**src/rtl/traffic_light_state_machine.sv**
```systemverilog
// Three-phase RED -> GREEN -> YELLOW sequencer with per-phase cycle counts; lamps decode state only.
// Latency: lamp change one edge after the phase count expires; reset/enable-low park at RED on the next edge.
module traffic_light_state_machine #(
    parameter int RED_CYCLES    = 32,
    parameter int GREEN_CYCLES  = 24,
    parameter int YELLOW_CYCLES = 8,
    parameter int CNT_W         = 8
) (
    input  logic clk,
    input  logic reset_n,
    input  logic enable,
    output logic red,
    output logic yellow,
    output logic green
);

    typedef enum logic [1:0] {
        S_RED    = 2'b00,
        S_GREEN  = 2'b01,
        S_YELLOW = 2'b10
    } state_t;

    localparam logic [CNT_W-1:0] RED_LAST    = CNT_W'(RED_CYCLES - 1);
    localparam logic [CNT_W-1:0] GREEN_LAST  = CNT_W'(GREEN_CYCLES - 1);
    localparam logic [CNT_W-1:0] YELLOW_LAST = CNT_W'(YELLOW_CYCLES - 1);

    state_t           state_q, state_d;
    logic [CNT_W-1:0] cnt_q, cnt_d;

    always_comb begin
        state_d = S_RED;
        cnt_d   = '0;
        if (enable) begin
            cnt_d = cnt_q + 1'b1;
            case (state_q)
                S_RED: begin
                    state_d = S_RED;
                    if (cnt_q == RED_LAST) begin
                        state_d = S_GREEN;
                        cnt_d   = '0;
                    end
                end
                S_GREEN: begin
                    state_d = S_GREEN;
                    if (cnt_q == GREEN_LAST) begin
                        state_d = S_YELLOW;
                        cnt_d   = '0;
                    end
                end
                S_YELLOW: begin
                    state_d = S_YELLOW;
                    if (cnt_q == YELLOW_LAST) begin
                        state_d = S_RED;
                        cnt_d   = '0;
                    end
                end
                default: begin
                    state_d = S_RED;
                    cnt_d   = '0;
                end
            endcase
        end
    end

    // reset_n is active-high despite its name
    always_ff @(posedge clk) begin
        if (reset_n) begin
            state_q <= S_RED;
            cnt_q   <= '0;
        end else begin
            state_q <= state_d;
            cnt_q   <= cnt_d;
        end
    end

    // Unused encoding shows red so the head stays one-hot while it recovers.
    assign green  = (state_q == S_GREEN);
    assign yellow = (state_q == S_YELLOW);
    assign red    = !(green || yellow);

endmodule

```
**config.mk**
```make
export PLATFORM = sky130hd
export DESIGN_NAME = traffic_light_state_machine
export DESIGN_NICKNAME = d
export VERILOG_FILES = /design/src/rtl/traffic_light_state_machine.sv
export SDC_FILE = /design/constraint.sdc
export NUM_CORES = 1
export LEC_CHECK = 0
export ABC_AREA = 1
export CORE_AREA = 2 2 39 41
export CTS_BUF_LIST = sky130_fd_sc_hd__clkbuf_16
export DETAILED_ROUTE_END_ITERATION = 6
export DIE_AREA = 0 0 41 43
export GPL_TIMING_DRIVEN = 1
export PLACE_DENSITY = 0.66
export SKIP_LAST_GASP = 1
export SLEW_MARGIN = 10
export SYNTH_ARGS = -nofsm -noshare
export SYNTH_HDL_FRONTEND = slang
export SYNTH_SLANG_ARGS = --single-unit
```
**constraint.sdc**
```tcl
create_clock -name clk -period 2.62 [get_ports clk]
set_clock_uncertainty 0.15 [all_clocks]
set_input_delay 0.524 -clock clk [delete_from_list [all_inputs] [get_ports clk]]
set_output_delay 0.524 -clock clk [all_outputs]
set_load 0.02 [all_outputs]
```
Word level (Yosys, flattened, before mapping)
Index checks and enable logic that the tools add are counted.

Mux-type cells: 8. Reduce and logical (&&, ||, !) cells: 4. Equality and inequality tests: 5. Bitwise logic cells: 1. Add/subtract/negate cells: 1.

Operators with widths (number): $mux 8 (3); $pmux 8 s3 (1); $eq 8x5->1 const B (2); $add 8x1->8 const B (1); $eq 8x3->1 const B (1); $pmux 2 s3 (1); $mux 2 (2); $eq 2x1->1 const B (1); $eq 2x2->1 const B (1); $logic_not 2->1 (1); $reduce_or 2->1 (1); $logic_not 1->1 (1); $logic_or 1x1->1 (1); $mux 1 (1); $not 1->1 (1).

Flip-flop bits (word level): 10. Output and inout bits: 3. Word-level logic and storage cells: 21.

Depth between registers and ports, before layout
Depth after elaboration: 3. Gate-level depth with buffers: 8.

Worst setup path after synthesis
Ideal clock, no wire load.

Path type: reg-to-output. From: reg state_q[0]. To: out red. Data required time: 1946 ps. Slack: 1138 ps. Stages on the path, launching flop included: 4. Data arrival time: 808 ps. Buffers on the path: 0. Cells stage by stage: dfxtp_1 inv_1 ha_1 inv_1.

Longest elaborated chain between the ends: 3. Elaborated cells between the ends (all ways): 4. Those cells by class: 2 x eq/ne; 2 x reduce/logical.

RTL lines: start, declared (RTL line 27) `state_t state_q, state_d;`; start signal, assigned (RTL line 71) `state_q <= state_d;`; $eq 2x1->1 / $eq 2x2->1 (equally long branches) (RTL line 77, 78); $logic_or 1x1->1 * (RTL line 79) `assign red = !(green || yellow);`; $logic_not 1->1 * (RTL line 79); end, declared (RTL line 12) `output logic red,`.

Every way passes the cells marked *; elsewhere a longest branch is shown, timed or not.

Worst setup path after layout
Ends and elaborated chain as after synthesis.

==> flow_summary.json <==
{
  "status": "completed",
  "synthCells": 89,
  "clockPowerShare": 0.611,
  "row_count": 14,
  "antenna_found_initial": 0,
  "worstSetupEndpointType": "output port",
  "fin_nets": 107,
  "dp_cells": 110,
  "overflow": 0,
  "r2r_cells": 8,
  "postCtsSetupBuffers": 0,
  "design_area_sq_um": 779,
  "avgSynthCellArea_sq_um": 7.13,
  "setup.worst_path.start": "state_q[0]",
  "holdWs_ns": 0.396,
  "wirelength_mm": 1.10,
  "dr.pass1.iters": 4,
  "grt_max_degree": 11,
  "clk_latency_ns": 0.23,
  "slew-limit-headroom": 0.766,
  "fp.coreArea_sq_mm": 0.00138,
  "worstHoldPathType": "flip-flop to flip-flop",
  "cts.path.max_buffers": 2,
  "final_cells": 113,
  "pwr_density_cell_mw_per_mm2": 548,
  "final_max_slew_viol_count": 0,
  "first_global_vias": 416,
  "ys_types": 18,
  "cts_tree": "yes",
  "grt_pass1_wl_mm": 1.73,
  "seqPwrFrac": 0.365,
  "worstReg2RegEnd": "cnt_q[3]",
  "swShare": 0.164,
  "viasPerCell": 4.69,
  "layout.cells.most_common": "nand2_1",
  "synthTopCellsByArea": "dfxtp_1 (32%), nand2_1 (10%), ha_1 (9.9%)",
  "cts-buffers-inserted": 3,
  "n_antenna_cell": 0,
  "dpl_cell_area_sq_um": 704,
  "combPwrFrac": 0.024,
  "yosys_warnings": 0,
  "path_clk_slew_ns": 0.04,
  "dieArea_sq_mm": 0.00176,
  "critPathMaxFanout": 3,
  "initial_core_util": 0.458,
  "regArea_sq_um": 200,
  "fillerInstances": 137,
  "syn_area_sq_um": 634,
  "period_share": 0.864,
  "yosysSeqAreaShare": 0.316,
  "cp_data_arrival_time_ns": 1.59,
  "io_pins": 6,
  "place_congestion": 0.721,
  "fin_util": 0.563,
  "yosysTopAreaCell": "dfxtp_1",
  "io_buffers": 5,
  "fmax_mhz": 442,
  "setup_viol": 0,
  "crit_path_end": "red",
  "ctsHoldBuffers": 0,
  "setup_tns_ns": 0,
  "tightest_slew_ns": 0.350,
  "synth-seq-cells": 10,
  "reg2reg_from": "cnt_q[0]",
  "syn2layout_area_growth_pct": 22.9,
  "rsz0062_at_grt": "no",
  "internal_power_uw": 357,
  "hold_violations": 0,
  "cts.repair.resized": 0,
  "holdPathStages": 3,
  "dr_total_vias": 530,
  "critPathLaunchType": "flip-flop",
  "grtUsageTotal": 0.153,
  "switching_power_uw": 70.0,
  "wl_per_cell_um": 9.71,
  "ff2ff_setup_slack_ns": 1.13,
  "synthDominantCellAreaShare": 0.316,
  "drc": 0,
  "final_cell_mix": "nand2_1 (17), inv_1 (16), nor2_1 (13)",
  "ir_worst_vdd_mv": 0.478,
  "clock-sinks": 10,
  "leakage_uw": 0.000336,
  "multi_input_area_sq_um": 374,
  "required_ns": 1.95,
  "die_w_um": 41,
  "maxCapViolCount": 0,
  "fin_crit_ns": 2.26,
  "worst-setup-path-type": "flip-flop to output port",
  "die_h_um": 43,
  "dp_hpwl_um": 841,
  "synth_nets": 97,
  "cts-root-buf": "clkbuf_16",
  "antenna_left": 0,
  "drive_gt1_frac": 0.165,
  "drt-initial-drc-count": 7,
  "cts_max_level": 1
}
==> metrics by stage <==
step / power, uW / setup slack (ns)
2_1_floorplan: 164 / 1.14
5_1_grt: 445 / 0.298
3_5_place_dp: 169 / 0.608
6_report: 427 / 0.357
3_3_place_gp: 169 / 0.632
4_1_cts: 434 / 0.353
==> final cells by class <==
cell class,instances,area share
multi-input combinational,63,0.480
sequential,10,0.257
clock buffer,3,0.0963
inverter,16,0.0770
timing repair buffer,5,0.0642
tap,16,0.0257
==> power by group through the flow <==
stage | Combinational (uW) | Clock [uW] | Sequential (uW)
floorplan | 5.91 | 0 | 158
global placement | 10.3 | 0 | 158
detailed placement | 10.2 | 0 | 158
CTS | 10.3 | 268 | 156
global route | 11.8 | 277 | 156
finish | 10.2 | 261 | 156
==> metal layers <==
layer / vias up / GRT usage / wire [um]
li1: 292 / - / -
met1: 228 / 0.212 / 562
met2: 7 / 0.188 / 467
met3: 3 / 0.0471 / 37
met4: 0 / 0.120 / 29
met5: - / 0 / 0
==> state kept, by name, indices dropped and copies added (netlist names) <==
register and cells:
cnt_q 8, state_q 2
==> Yosys cell counts <==
| cell type | n |
|---|---|
| nor4b_1 | 1 |
| xor2_1 | 1 |
| dfxtp_1 | 10 |
| o21ai_2 | 1 |
| nand2_2 | 4 |
| nand2_1 | 17 |
| nor2_2 | 4 |
| o21a_1 | 1 |
| nor2_1 | 13 |
| inv_1 | 16 |
| nand3_4 | 1 |
| nor2_4 | 2 |
| ha_1 | 5 |
| nor3_1 | 1 |
| a21oi_1 | 3 |
| nand3_2 | 1 |
| o21bai_1 | 2 |
| nand3_1 | 6 |
==> worst min path at each step <==
stage,from,end,slack (ns)
after floorplan,cnt_q[0],cnt_q[0],0.37
after global placement,cnt_q[0],cnt_q[0],0.39
after detailed placement,cnt_q[0],cnt_q[0],0.39
after CTS,cnt_q[0],cnt_q[0],0.40
after global routing,cnt_q[0],cnt_q[0],0.45
final,cnt_q[0],cnt_q[0],0.40
==> kinds of logic after synthesis <==
logic type | synth area share
flops | 0.316
fa+ha+maj | 0.0986
buf+inv | 0.0947
compound gates | 0.0730
xor+xnor | 0.0138
simple gates | 0.404
==> critical path, stage by stage, from the launching register on <==
cell,delay [ns]
dfxtp_1,0.36
inv_1,0.08
ha_1,0.28
inv_1,0.05
clkdlybuf4s50_1,0.59
No activity file was read; power rests on OpenSTA's default activity.
